**src/rtl/inst_fetch.sv**
```systemverilog
// inst_fetch: program counter and byte-serial instruction fetch for the IF stage.
// Each 32-bit instruction is read as four little-endian byte accesses over an
// 8-bit memory port. Downstream stalls hold the presented instruction. Branch
// redirects abort the fetch in progress.
// Optional feature: define ICACHE_EN to build a 32-entry direct-mapped
// instruction cache. It is indexed by pc[6:2] and tagged with pc[31:7].
module inst_fetch #(
    parameter logic [31:0] RESET_PC = 32'h0
) (
    input  logic        clk,
    input  logic        rst,
    input  logic        stall_i,
    input  logic        branch_flag_i,
    input  logic [31:0] branch_target_i,
    output logic        mem_req_o,
    output logic [31:0] mem_addr_o,
    input  logic        mem_ack_i,
    input  logic [7:0]  mem_data_i,
    output logic [31:0] pc_o,
    output logic [31:0] inst_o,
    output logic        inst_enable_o
);

    // The low two bits of FETCH0..FETCH3 are the byte index k.
    typedef enum logic [2:0] {
        FETCH0 = 3'd0,
        FETCH1 = 3'd1,
        FETCH2 = 3'd2,
        FETCH3 = 3'd3,
        READY  = 3'd4
    } state_t;

    state_t      state_q, state_d;
    logic [31:0] pc_q, pc_d;          // PC of the instruction being fetched
    logic [23:0] buf_q, buf_d;        // bytes 0..2 collected so far
    logic [31:0] inst_q, inst_d;
    logic [31:0] pc_out_q, pc_out_d;
    logic        en_q, en_d;

    logic [1:0]  byte_idx;
    logic        in_fetch;
    logic        ack_ok;
    logic        cache_hit;
    logic [31:0] cache_word;

    assign byte_idx = state_q[1:0];
    assign in_fetch = (state_q != READY);

    // A cache hit in FETCH0 suppresses the memory request.
    // During reset the request is forced low.
    assign mem_req_o  = !rst && in_fetch && !cache_hit;
    assign mem_addr_o = rst ? 32'h0 : (pc_q + {30'b0, byte_idx});

    // An ack counts only when a request is actually outstanding.
    assign ack_ok = mem_ack_i && mem_req_o;

    assign pc_o          = pc_out_q;
    assign inst_o        = inst_q;
    assign inst_enable_o = en_q;

`ifdef ICACHE_EN
    logic [31:0] data_mem [32];
    logic [24:0] tag_mem  [32];
    logic [31:0] valid_q, valid_d;
    logic [4:0]  cache_idx;
    logic        cache_wr;

    assign cache_idx  = pc_q[6:2];
    assign cache_hit  = (state_q == FETCH0) && valid_q[cache_idx] &&
                        (tag_mem[cache_idx] == pc_q[31:7]) && (pc_q[1:0] == 2'b00);
    assign cache_word = data_mem[cache_idx];
    // Fill on the last byte of an aligned miss, unless a redirect kills it.
    assign cache_wr   = (state_q == FETCH3) && ack_ok && !branch_flag_i &&
                        (pc_q[1:0] == 2'b00);

    // Set the valid bit of the entry being filled.
    always_comb begin
        valid_d = valid_q;
        if (cache_wr) begin
            valid_d[cache_idx] = 1'b1;
        end
    end

    // Valid bits are the only cache state that needs clearing on reset.
    always_ff @(posedge clk or posedge rst) begin
        if (rst) begin
            valid_q <= '0;
        end else begin
            valid_q <= valid_d;
        end
    end

    // Data and tag storage is written on fills and is never reset.
    always_ff @(posedge clk) begin
        if (cache_wr) begin
            data_mem[cache_idx] <= {mem_data_i, buf_q};
            tag_mem[cache_idx]  <= pc_q[31:7];
        end
    end
`else
    assign cache_hit  = 1'b0;
    assign cache_word = 32'h0;
`endif

    // Next-state logic: a redirect overrides everything, including a same-cycle ack.
    always_comb begin
        state_d  = state_q;
        pc_d     = pc_q;
        buf_d    = buf_q;
        inst_d   = inst_q;
        pc_out_d = pc_out_q;
        en_d     = en_q;
        if (branch_flag_i) begin
            pc_d    = branch_target_i;
            buf_d   = 24'h0;
            en_d    = 1'b0;
            state_d = FETCH0;
        end else begin
            case (state_q)
                FETCH0: begin
                    if (cache_hit) begin
                        inst_d   = cache_word;
                        pc_out_d = pc_q;
                        en_d     = 1'b1;
                        state_d  = READY;
                    end else if (ack_ok) begin
                        buf_d[7:0] = mem_data_i;
                        state_d    = FETCH1;
                    end
                end
                FETCH1: begin
                    if (ack_ok) begin
                        buf_d[15:8] = mem_data_i;
                        state_d     = FETCH2;
                    end
                end
                FETCH2: begin
                    if (ack_ok) begin
                        buf_d[23:16] = mem_data_i;
                        state_d      = FETCH3;
                    end
                end
                FETCH3: begin
                    if (ack_ok) begin
                        inst_d   = {mem_data_i, buf_q};
                        pc_out_d = pc_q;
                        en_d     = 1'b1;
                        buf_d    = 24'h0;
                        state_d  = READY;
                    end
                end
                READY: begin
                    if (!stall_i) begin
                        pc_d    = pc_q + 32'd4;
                        en_d    = 1'b0;
                        state_d = FETCH0;
                    end
                end
                default: begin
                    buf_d   = 24'h0;
                    en_d    = 1'b0;
                    state_d = FETCH0;
                end
            endcase
        end
    end

    // State and output registers; reset aborts any partial fetch at once.
    always_ff @(posedge clk or posedge rst) begin
        if (rst) begin
            state_q  <= FETCH0;
            pc_q     <= RESET_PC;
            buf_q    <= 24'h0;
            inst_q   <= 32'h0;
            pc_out_q <= 32'h0;
            en_q     <= 1'b0;
        end else begin
            state_q  <= state_d;
            pc_q     <= pc_d;
            buf_q    <= buf_d;
            inst_q   <= inst_d;
            pc_out_q <= pc_out_d;
            en_q     <= en_d;
        end
    end

endmodule

```
**config.mk**
```make
export PLATFORM = sky130hd
export DESIGN_NAME = inst_fetch
export DESIGN_NICKNAME = d
export VERILOG_FILES = /design/src/rtl/inst_fetch.sv
export SDC_FILE = /design/constraint.sdc
export NUM_CORES = 1
export LEC_CHECK = 0
export CORE_MARGIN = 2
export CORE_UTILIZATION = 50
export DETAILED_ROUTE_END_ITERATION = 10
export GPL_TIMING_DRIVEN = 0
export PLACE_DENSITY = 0.83
export SLEW_MARGIN = 20
export SYNTH_ARGS = -nofsm -noshare
export SYNTH_HDL_FRONTEND = slang
export SYNTH_SLANG_ARGS = --single-unit
```
**constraint.sdc**
```tcl
create_clock -name clk -period 9.4 [get_ports clk]
set_input_delay 1.41 -clock clk [delete_from_list [all_inputs] [get_ports clk]]
set_output_delay 1.41 -clock clk [all_outputs]
set_load 0.02 [all_outputs]
```
Word-level counts from Yosys, hierarchy flattened
Cells that the tools add are included.
{ "totals": {"register_bits": 124, "inputBits": 45, "wordCells": 63} }
{ "op_classes": {"reduce_logical": 16, "n_addsub": 2, "mux": 21, "n_bitwise": 1, "eq_ne": 15} }
{ "ops": {"columns": ["operator", "n"], "rows": [
  ["$mux 32", 4],
  ["$pmux 8 s3", 3],
  ["$mux 24", 2],
  ["$add 32x2->32", 1],
  ["$add 32x3->32 const B", 1],
  ["$mux 3", 6],
  ["$ne 3x3->1 const B", 6],
  ["$pmux 3 s5", 1],
  ["$reduce_and 3->1", 5],
  ["$reduce_or 3->1", 4],
  ["$ne 2x1->1 const B", 5],
  ["$mux 8", 1],
  ["$eq 3x2->1 const B", 2],
  ["$reduce_and 5->1", 1],
  ["$eq 3x1->1 const B", 1],
  ["$eq 3x3->1 const B", 1],
  ["$logic_not 3->1", 1],
  ["$mux 1", 3],
  ["$pmux 1 s3", 1],
  ["$logic_and 1x1->1", 2],
  ["$reduce_and 2->1", 1],
  ["$reduce_bool 2->1", 1],
  ["$logic_not 1->1", 1],
  ["$not 1->1", 1]
]} }

Logic depth before layout (Yosys ltp)
Gate-level depths: netlist (run 1).
{ "depth": {"depth_word": 6, "depth_mapped": 7, "mapped_depth_nobuf": 6} }

Least setup slack after synthesis (run 1)
No wires, ideal clock.
{ "synth_timing": {"path_type": "input to output", "startpoint": "in rst", "endpoint": "out mem_addr_o[27]", "stages": 4, "arrival_time_ps": 5016, "setup_slack_ps": 2974, "path_buffers": 1, "cell_sequence": "clkbuf_1 > inv_1 > o311ai_0 > o41ai_1"} }
{ "synth_via": {"elab_chain_cells": 1} }
{ "synth_rtl": {"columns": ["element", "line_no", "rtl"], "rows": [
  ["start, declared", "11", "input logic rst,"],
  ["$mux 32", "52", "assign mem_addr_o = rst ? 32'h0 : (pc_q + {30'b0, byte_idx});"],
  ["end, declared", "16", "output logic [31:0] mem_addr_o,"]
]} }
Every way passes these cells.

Worst setup path after layout (run 1)
Ends and elaborated chain as after synthesis.

==> flow_summary_export.csv, run 1 <==
group,metric,value,unit
run_status,result_of_the_run,"complete, no violations",
finish,fillers,932,
timing,setup_viol,0,
clock_tree,cts_setup_buffers,0,
timing,final.setup_skew,6.004,ps
placement,placed_cells_incl_taps,902,
finish,final_nets,802,
finish,final-instance-count-excl-fill,933,
detailed_routing,drt_first_iter_violations,382,
pwr,pwr-share-seq,41.5,%
finish,multi_input_area,0.002947,mm2
detailed_routing,drc,0,
detailed_routing,routed_via_density,5.896,
floorplan,die_h,115.8,um
detailed_routing,drt-wirelength-per-cell,19.31,um
pwr,combPwrFrac,13.7,%
pwr,power.leakage,3.562,nW
clock_tree,clock_tree.buffer_depth,2,
worst_setup_path,critPathMaxFanout,66,
global_routing,total_global_routing_track_utilization,28.08,%
placement,detailed_placement_wirelength_estimate,12950,um
yosys,postSynthNetCount,640,
floorplan,core_footprint,0.01211,mm2
global_routing,grt_pass1_wl,28870,um
placement,global_placer_s_final_weighted_congestion,0.9287,
timing,final_period_minus_worst_setup_slack,5513,ps
timing,fin_crit_sh,58.65,%
worst_setup_path,cp_top_family,"buffers and inverters",
placement,buffer_ports.inserted,142,
yosys,synthesis.yosys.warnings,0,
yosys,dominantRegCellSynth,"sky130_fd_sc_hd__dfrtp_1",
clock_tree,clock-sinks,124,
finish,n_antenna_cell,0,
yosys,synth.lib_cells_used.distinct,39,
pwr,sw_frac_of_total,25.59,%
pwr,power.share.clock,44.8,%
finish,mostFrequentLayoutCell,"sky130_fd_sc_hd__clkdlybuf4s50_1",
yosys,yosys_register_bits,124,
clock_tree,holdBufCountCts,0,
worst_setup_path,end_kind,"output port",
global_routing,antenna_found_initial,0,
floorplan,placement_rows,40,
timing,timing.fmax,181.4,MHz
finish,most-common-layout-cells,"142 x sky130_fd_sc_hd__clkdlybuf4s50_1, 124 x sky130_fd_sc_hd__dfrtp_1, 93 x sky130_fd_sc_hd__mux2_2",
timing,fin_tns_setup,0,ps
global_routing,grt_ovf,0,
yosys,post_synth.cell_area_avg,10.58,um2
detailed_routing,final_antenna_net_count,0,
worst_setup_path,slowest_stage,"sky130_fd_sc_hd__clkdlybuf4s50_1",
worst_setup_path,cp_cell_sequence,"clkdlybuf4s50_1 > clkbuf_1 > inv_6 > buf_16 > o311ai_0 > o41ai_1 > clkdlybuf4s50_1",
clock_tree,cts_buffers,17,
worst_setup_path,timing.critical_path.from_type,"primary input",
clock_tree,postCtsResizedCells,0,
finish,ff_latch_area,0.003103,mm2
detailed_routing,postRouteWirelength,18010,um
timing,timing_worst_slew_pin_value,1066,ps
global_routing,pin_count_of_the_biggest_net_entering_global_routing,67,
worst_setup_path,path_buf_inv,5,
clock_tree,htree_levels,4,
worst_setup_path,critical_path_required,7990,ps
clock_tree,clock_insertion_delay_at_the_later_pin_of_the_skew_report,420,ps
detailed_routing,firstDrtPassIters,4,
yosys,sequential_fraction_of_the_synthesis_area,49.61,%
clock_tree,clk_pin_slew,50,ps
floorplan,initial_utilization,51.64,%
finish,final_layout_size_suffix_gt1_share,17.78,%
timing,max_slew_margin,27.95,%
worst_setup_path,slowest_delay,710,ps
clock_tree,cts_root_buf,"sky130_fd_sc_hd__clkbuf_16",
yosys,syn_area,0.006255,mm2
timing,setup_repair_after_global_routing_missed_its_margin,"false",
floorplan,die_area,0.01342,mm2
timing,timing.final.max_slew_violations,0,
worst_setup_path,worst_path_most_repeated_cell,"sky130_fd_sc_hd__clkdlybuf4s50_1",
floorplan,die-width,115.8,um
clock_tree,tritoncts,"done",
yosys,share_of_flip_flops_with_an_asynchronous_set_or_reset,100.0,%
floorplan,top_level_ports,143,
pwr,irDropWorstVdd,0.1018,mV
pwr,power.net_switching,0.3600,mW
pwr,power_per_cell_area,165.9,mW/mm2
worst_setup_path,crit_arrival,4100,ps
min_path,hp-class,"reg -> reg",
finish,area.growth.synth_to_final,35.59,%
detailed_routing,routed-via-count,5501,
yosys,number_of_flops_mapped_to_enable_cells_by_yosys,0,
timing,hold_viol_final,0,
yosys,post_synthesis_cell_count,591,
run,cap_violations,0,
global_routing,first_global_vias,5704,
pwr,internal_power,1.047,mW
worst_setup_path,crit_type,"in -> out",
==> synth_stat cells, types with 3 or more instances <==
cell type	count	share of area (%)
sky130_fd_sc_hd__o31ai_1	20	2.4
sky130_fd_sc_hd__buf_1	5	0.30
sky130_fd_sc_hd__or2_2	7	0.70
sky130_fd_sc_hd__nor2_1	56	3.4
sky130_fd_sc_hd__nor2b_1	7	0.70
sky130_fd_sc_hd__ha_1	3	0.60
sky130_fd_sc_hd__or3_1	18	1.8
sky130_fd_sc_hd__a21oi_1	21	1.7
sky130_fd_sc_hd__o21ai_0	19	1.5
sky130_fd_sc_hd__nor4_1	6	0.60
sky130_fd_sc_hd__dfrtp_1	124	50
sky130_fd_sc_hd__o211ai_1	6	0.72
sky130_fd_sc_hd__nand2_1	42	2.5
sky130_fd_sc_hd__clkbuf_1	39	2.3
sky130_fd_sc_hd__nand3_1	10	0.80
sky130_fd_sc_hd__mux2_2	93	17
sky130_fd_sc_hd__xnor2_1	14	2.0
sky130_fd_sc_hd__xor2_1	9	1.3
sky130_fd_sc_hd__buf_2	5	0.40
sky130_fd_sc_hd__nor3_1	4	0.32
sky130_fd_sc_hd__or4_1	33	4.0
sky130_fd_sc_hd__a31oi_1	13	1.3
sky130_fd_sc_hd__inv_1	4	0.24
sky130_fd_sc_hd__nand4_1	16	1.6
==> logic make-up (layout without fill, tap and decap cells) <==
family                     count (synthesis)  in the layout  share of synthesized area [%]
buffers and inverters                     53            227                          3.281
xor gates and xnor gates                  23             23                          3.221
DFF                                      124            124                          49.61
adders and majority gates                  4              4                         0.9203
muxes                                     94             94                          16.90
and+or+nand+nor                          205            205                          17.30
AOI/OAI and AO/OA                         88             88                          8.762
==> sequential cells by signal, indices dropped and copies added (netlist names) <==
signal / count
buf_q: 24
inst_o: 32
pc_o: 32
state_q: 3
inst_enable_o: 1
pc_q: 32
==> final cells by class <==
cell class	count	share of cell area, %
plain buffers	49	2.243
inverters	4	0.2361
clock inverters	7	1.062
flip-flops and latches	124	36.59
well taps	168	2.479
clock buffers	24	5.562
repair buffers	143	17.08
multi-input cells	414	34.74
==> worst paths after layout <==
check                                       startpoint                endpoint  slack [ps]  cells past startpoint
worst max-delay path                               rst          mem_addr_o[27]        3890                      7
worst min-delay path              pc_o[25]$_DFFE_PP0P_    pc_o[25]$_DFFE_PP0P_         500                      1
worst max register to register  state_q[1]$_DFFE_PP0P_    pc_o[16]$_DFFE_PP0P_        6660                      6
worst min register to register    pc_o[25]$_DFFE_PP0P_    pc_o[25]$_DFFE_PP0P_         500                      1
max in group asynchronous                          rst    pc_q[10]$_DFFE_PP0N_        6920                      4
min in group asynchronous                          rst  inst_o[18]$_DFFE_PP0P_        1770                      3
==> per-layer routing <==
| layer | GRT usage, % | vias up | wire length (um) |
|---|---|---|---|
| met5 | 0 | - | 0 |
| met4 | 14.52 | 0 | 579 |
| met3 | 6.328 | 43 | 1204 |
| met2 | 43.63 | 244 | 8737 |
| met1 | 37.08 | 2734 | 7492 |
| li1 | - | 2480 | - |
==> worst register-to-register path, stage by stage, from the launching register on <==
cell                       delay, ps
sky130_fd_sc_hd__dfrtp_1         430
sky130_fd_sc_hd__clkbuf_1        260
sky130_fd_sc_hd__and4b_1         280
sky130_fd_sc_hd__nand2_1          80
sky130_fd_sc_hd__clkbuf_1        610
sky130_fd_sc_hd__clkbuf_1        540
sky130_fd_sc_hd__mux2_2          410
==> power groups by stage <==
stage	Combinational (mW)	Clock, mW	Sequential [mW]
final	0.193	0.631	0.584
after global routing	0.209	0.661	0.587
after CTS	0.193	0.636	0.583
after detailed placement	0.191	0	0.592
after global placement	0.185	0	0.590
after floorplan	0.101	0	0.592
==> per-stage QoR <==
step                setup WS [ps]  util, %  power, mW  instance area, um2  hold slack [ps]
detailed placement           3856    65.38     0.7824                7919            491.4
finish                       3887    70.02      1.407                8481            501.5
global placement            774.4    65.11     0.7747                7886            484.1
floorplan                    2974        -     0.6930                6255            475.0
global route                 3722    70.02      1.457                8481            522.5
CTS                          3842    70.02      1.411                8481            503.8
Note: power is estimated with default switching activity, not from simulation.
==> inputs of run 2 (changes only) <==
--- a/config.mk
+++ b/config.mk
@@ -6,10 +6,10 @@
 export NUM_CORES = 1
 export LEC_CHECK = 0
 export CORE_MARGIN = 2
-export CORE_UTILIZATION = 50
+export CORE_UTILIZATION = 46
 export DETAILED_ROUTE_END_ITERATION = 10
 export GPL_TIMING_DRIVEN = 0
-export PLACE_DENSITY = 0.83
+export PLACE_DENSITY = 0.8
 export SLEW_MARGIN = 20
 export SYNTH_ARGS = -nofsm -noshare
 export SYNTH_HDL_FRONTEND = slang
==> constraint.sdc (replaced) <==
create_clock -name clk -period 4.8 [get_ports clk]
set_input_delay 0.72 -clock clk [delete_from_list [all_inputs] [get_ports clk]]
set_output_delay 0.72 -clock clk [all_outputs]
set_load 0.02 [all_outputs]
==> flow_summary_export.csv, run 2 (synthesis results as in run 1) <==
group,metric,value,unit
timing,timing_worst_slew_pin_value,983.6,ps
timing,final_period_minus_worst_setup_slack,4337,ps
min_path,hp-class,"reg -> reg",
placement,pre_cts_ws,680.8,ps
timing,setup_repair_after_global_routing_missed_its_margin,"false",
detailed_routing,top_layer,"met4",
placement,global_placer_s_final_weighted_congestion,0.9009,
detailed_routing,drt-wirelength-per-cell,19.07,um
detailed_routing,routed_via_density,5.782,
worst_setup_path,critical_path_required,4080,ps
worst_setup_path,timing.reg2reg.setup_slack,2090,ps
min_path,hold-path-cell-count,1,
finish,n_antenna_cell,0,
detailed_routing,postRouteWirelength,18000,um
floorplan,core_footprint,0.01324,mm2
clock_tree,postCtsResizedCells,0,
clock_tree,clk_pin_slew,50,ps
detailed_routing,firstDrtPassIters,5,
worst_setup_path,cp-startpoint,"state_q[0]$_DFFE_PP0P_",
timing,setup_viol,0,
finish,mostFrequentLayoutCell,"sky130_fd_sc_hd__clkdlybuf4s50_1",
worst_setup_path,crit_arrival,3620,ps
worst_setup_path,reg2reg_depth,6,
pwr,irDropWorstVdd,0.2231,mV
timing,hold_viol_final,0,
worst_setup_path,crit_type,"reg -> out",
timing,final_critical_path_setup_slack,463.1,ps
global_routing,grt_pass1_wl,28790,um
global_routing,first_global_vias,5542,
worst_setup_path,critPathMaxFanout,10,
run,cap_violations,0,
floorplan,top_level_ports,143,
timing,timing.final.max_slew_violations,0,
floorplan,initial_utilization,47.23,%
finish,area.growth.synth_to_final,37.09,%
timing,max_slew_margin,33.50,%
finish,post_layout_inst_area,0.008574,mm2
global_routing,grt_ovf,0,
worst_setup_path,timing.critical_path.from_type,"flip-flop",
floorplan,placement_rows,42,
clock_tree,clock-sinks,124,
detailed_routing,drc,0,
floorplan,die-width,120.6,um
clock_tree,htree_levels,4,
placement,buffer_ports.inserted,142,
floorplan,die_h,120.6,um
min_path,min-delay-start,"pc_o[22]$_DFFE_PP0P_",
clock_tree,cts_root_buf,"sky130_fd_sc_hd__clkbuf_16",
clock_tree,clock_insertion_delay_at_the_later_pin_of_the_skew_report,420,ps
detailed_routing,detail_route.wirelength.met1,7729,um
clock_tree,cts_setup_buffers,0,
pwr,power_per_cell_area,324.6,mW/mm2
finish,final_layout_size_suffix_gt1_share,18.36,%
finish,most-common-layout-cells,"142 x sky130_fd_sc_hd__clkdlybuf4s50_1, 124 x sky130_fd_sc_hd__dfrtp_1, 93 x sky130_fd_sc_hd__mux2_2",
timing,fin_tns_setup,0,ps
detailed_routing,final_antenna_net_count,0,
global_routing,antenna_found_initial,0,
pwr,power.leakage,3.605,nW
worst_setup_path,end_kind,"output port",
timing,holdWs,502.8,ps
clock_tree,cts_buffers,17,
global_routing,total_global_routing_track_utilization,25.56,%
finish,final_nets,805,
detailed_routing,routed-via-count,5458,
placement,placedInstanceArea,0.007995,mm2
floorplan,die_area,0.01455,mm2
run_status,result_of_the_run,"complete, no violations",
detailed_routing,drt_first_iter_violations,568,
clock_tree,holdBufCountCts,0,
clock_tree,tritoncts,"done",
timing,timing.fmax,230.6,MHz
global_routing,pin_count_of_the_biggest_net_entering_global_routing,31,
detailed_routing,met2_layer_wire_length_in_the_routed_design,8723,um
clock_tree,clock_tree.buffer_depth,2,
timing,fin_crit_sh,90.35,%
timing,final.setup_skew,11.59,ps
placement,detailed_placement_wirelength_estimate,13230,um
worst_setup_path,timing.rr.start,"state_q[1]$_DFFE_PP0P_",
detailed_routing,met3RoutedLength,1086,um
-- run 2: worst max-delay path, cell delays in order (launching register included) --
cell	delay, ps
sky130_fd_sc_hd__dfrtp_1	420
sky130_fd_sc_hd__ha_1	220
sky130_fd_sc_hd__fa_1	300
sky130_fd_sc_hd__nand4_1	290
sky130_fd_sc_hd__or2_2	450
sky130_fd_sc_hd__clkbuf_1	260
sky130_fd_sc_hd__or3_1	360
sky130_fd_sc_hd__a21oi_1	240
sky130_fd_sc_hd__clkdlybuf4s50_1	660
-- run 2: through the flow --
| stage | total power [mW] | instances | util, % |
|---|---|---|---|
| final | 2.783 | 944 | 64.75 |
| after global routing | 2.883 | 944 | 64.75 |
| after CTS | 2.796 | 944 | 64.75 |
| after detailed placement | 1.541 | 913 | 60.37 |
| after global placement | 1.520 | 909 | 59.66 |
| after floorplan | 1.358 | 591 | - |
-- run 2: final timing paths --
check | to
worst max register to register | pc_o[6]$_DFFE_PP0P_
worst min-delay path | pc_o[22]$_DFFE_PP0P_
max in group asynchronous | buf_q[10]$_DFFE_PP0P_
worst max-delay path | mem_addr_o[14]
worst min register to register | pc_o[22]$_DFFE_PP0P_
min in group asynchronous | pc_q[31]$_DFFE_PP0N_
-- run 2: layer usage --
metal  vias to the layer above  track usage, %
met4                         0           10.03
met3                        34           4.858
li1                       2481               -
met1                      2709           33.62
met2                       234           41.77
met5                         -               0
-- run 2: cell type report --
type	instances	area, um2
buffer	49	190.2
sequential	124	3103
clock inverter	7	87.58
tap	176	220.2
multi-input combinational	414	2947
timing repair buffer	146	1516
fill	1057	4668
inverter	4	18.77
clock buffer	24	491.7
-- run 2: report_power, final --
part,internal [mW],total (mW),switching (mW)
Sequential,1.10,1.14,0.0476
Combinational,0.176,0.385,0.209
Clock,0.812,1.26,0.444
==> inputs of run 3 (changes only) <==
--- a/config.mk
+++ b/config.mk
@@ -5,11 +5,11 @@
 export SDC_FILE = /design/constraint.sdc
 export NUM_CORES = 1
 export LEC_CHECK = 0
-export CORE_MARGIN = 2
-export CORE_UTILIZATION = 46
+export CORE_MARGIN = 3
+export CORE_UTILIZATION = 50
 export DETAILED_ROUTE_END_ITERATION = 10
 export GPL_TIMING_DRIVEN = 0
-export PLACE_DENSITY = 0.8
+export PLACE_DENSITY = 0.83
 export SLEW_MARGIN = 20
 export SYNTH_ARGS = -nofsm -noshare
 export SYNTH_HDL_FRONTEND = slang
==> constraint.sdc (replaced) <==
create_clock -name clk -period 4.6 [get_ports clk]
set_input_delay 0.69 -clock clk [delete_from_list [all_inputs] [get_ports clk]]
set_output_delay 0.69 -clock clk [all_outputs]
set_load 0.02 [all_outputs]
==> flow_summary_export.csv, run 3 (synthesis results as in run 1) <==
group,metric,value,unit
pwr,power.leakage,3.610,nW
finish,most-common-layout-cells,"142 x sky130_fd_sc_hd__clkdlybuf4s50_1, 124 x sky130_fd_sc_hd__dfrtp_1, 93 x sky130_fd_sc_hd__mux2_2",
clock_tree,clock-sinks,124,
clock_tree,clock_insertion_delay_at_the_later_pin_of_the_skew_report,420,ps
timing,final.setup_skew,3.218,ps
detailed_routing,routed-via-count,5460,
clock_tree,holdBufCountCts,0,
finish,post_layout_inst_area,0.008594,mm2
worst_setup_path,crit_arrival,3630,ps
placement,detailed_placement_wirelength_estimate,13110,um
timing,timing.fmax,231.6,MHz
run,cap_violations,0,
clock_tree,htree_levels,4,
finish,area.growth.synth_to_final,37.41,%
placement,global_placer_s_final_weighted_congestion,0.9098,
global_routing,pin_count_of_the_biggest_net_entering_global_routing,38,
detailed_routing,drt_first_iter_violations,463,
floorplan,die-width,117.8,um
floorplan,die_area,0.01389,mm2
detailed_routing,final_antenna_net_count,0,
worst_setup_path,crit_type,"in -> out",
floorplan,die_h,117.8,um
pwr,power_per_cell_area,345.6,mW/mm2
placement,buffer_ports.inserted,142,
detailed_routing,drt-wirelength-per-cell,19.29,um
global_routing,grt_ovf,0,
detailed_routing,routed_via_density,5.821,
clock_tree,cts_buffers,17,
floorplan,top_level_ports,143,
finish,mostFrequentLayoutCell,"sky130_fd_sc_hd__clkdlybuf4s50_1",
timing,fin_crit_sh,93.87,%
timing,max_slew_margin,35.66,%
clock_tree,tritoncts,"done",
clock_tree,clock_tree.buffer_depth,2,
placement,placed_cells_incl_taps,905,
pwr,total_power,2.970,mW
timing,setup_repair_after_global_routing_missed_its_margin,"false",
detailed_routing,drc,0,
min_path,hp-class,"reg -> reg",
floorplan,initial_utilization,51.64,%
timing,timing.final.max_slew_violations,0,
global_routing,antenna_found_initial,0,
worst_setup_path,critical_path_required,3910,ps
clock_tree,cts_root_buf,"sky130_fd_sc_hd__clkbuf_16",
timing,timing_worst_slew_pin_value,951.6,ps
global_routing,grt_pass1_wl,28960,um
detailed_routing,postRouteWirelength,18100,um
timing,hold_viol_final,0,
finish,n_antenna_cell,0,
pwr,irDropWorstVdd,0.2402,mV
worst_setup_path,timing.critical_path.from_type,"primary input",
finish,finalCoreUtilization,70.96,%
placement,placedInstanceArea,0.007978,mm2
finish,final_nets,806,
run_status,result_of_the_run,"complete, no violations",
worst_setup_path,end_kind,"output port",
floorplan,placement_rows,40,
finish,final-instance-count-excl-fill,938,
global_routing,total_global_routing_track_utilization,26.28,%
global_routing,first_global_vias,5334,
timing,setup_viol,0,
detailed_routing,firstDrtPassIters,5,
finish,final_layout_size_suffix_gt1_share,18.83,%
floorplan,core_footprint,0.01211,mm2
clock_tree,clk_pin_slew,50,ps
timing,final_period_minus_worst_setup_slack,4318,ps
worst_setup_path,critPathMaxFanout,27,
clock_tree,postCtsResizedCells,0,
## run 3: final cells by class
cell class / instances / area (um2)
clock inverter: 11 / 141.4
multi-input combinational: 414 / 2947
clock buffer: 21 / 470.5
timing repair inverter: 1 / 5.005
buffer: 49 / 190.2
sequential: 124 / 3103
inverter: 4 / 18.77
tap: 168 / 210.2
timing repair buffer: 146 / 1509
fill: 921 / 3517
## run 3: stage by stage
step	worst slack [ps]	hold slack, ps	setup TNS (ps)
finish	281.9	501.3	0
global route	117.1	516.7	0
CTS	122.6	504.0	0
detailed placement	188.2	492.6	0
global placement	-1629	484.3	-1629
floorplan	366.6	475.0	0
## run 3: report_power, final
group,internal [mW],total (mW),switching [mW]
sequential,1.14,1.19,0.0489
clock,0.891,1.38,0.485
combinational,0.183,0.403,0.220
total,2.22,2.97,0.754
## run 3: final timing paths
check	cells after the start	slack [ps]	startpoint	to
min in group asynchronous	3	1030	rst	inst_o[4]$_DFFE_PP0P_
max in group asynchronous	5	2890	rst	buf_q[9]$_DFFE_PP0P_
setup / recovery	8	280	rst	mem_addr_o[27]
hold / removal	1	500	pc_o[26]$_DFFE_PP0P_	pc_o[26]$_DFFE_PP0P_
setup reg to reg	6	1940	state_q[1]$_DFFE_PP0P_	inst_o[17]$_DFFE_PP0P_
hold reg to reg	1	500	pc_o[26]$_DFFE_PP0P_	pc_o[26]$_DFFE_PP0P_
## run 3: worst max-delay path, stage by stage
cell and delay (ps):
sky130_fd_sc_hd__clkdlybuf4s50_1 490, sky130_fd_sc_hd__clkbuf_1 530, sky130_fd_sc_hd__clkinvlp_4 540, sky130_fd_sc_hd__buf_12 310, sky130_fd_sc_hd__buf_16 170, sky130_fd_sc_hd__o311ai_0 110
sky130_fd_sc_hd__o41ai_1 180, sky130_fd_sc_hd__clkdlybuf4s50_1 580
## run 3: repair_timing
item	in CTS	in global routing
endpoints found under the setup margin	0	1
setup buffers	0	0
endpoints found under the hold margin	0	0
## run 3: metal layers
| metal | up-vias | part of all wire (%) | global-route usage [%] |
|---|---|---|---|
| li1 | 2488 | - | - |
| met1 | 2661 | 41 | 35.76 |
| met2 | 277 | 49 | 42.29 |
| met3 | 34 | 7.4 | 5.094 |
| met4 | 0 | 2.4 | 9.231 |
| met5 | - | 0 | 0 |
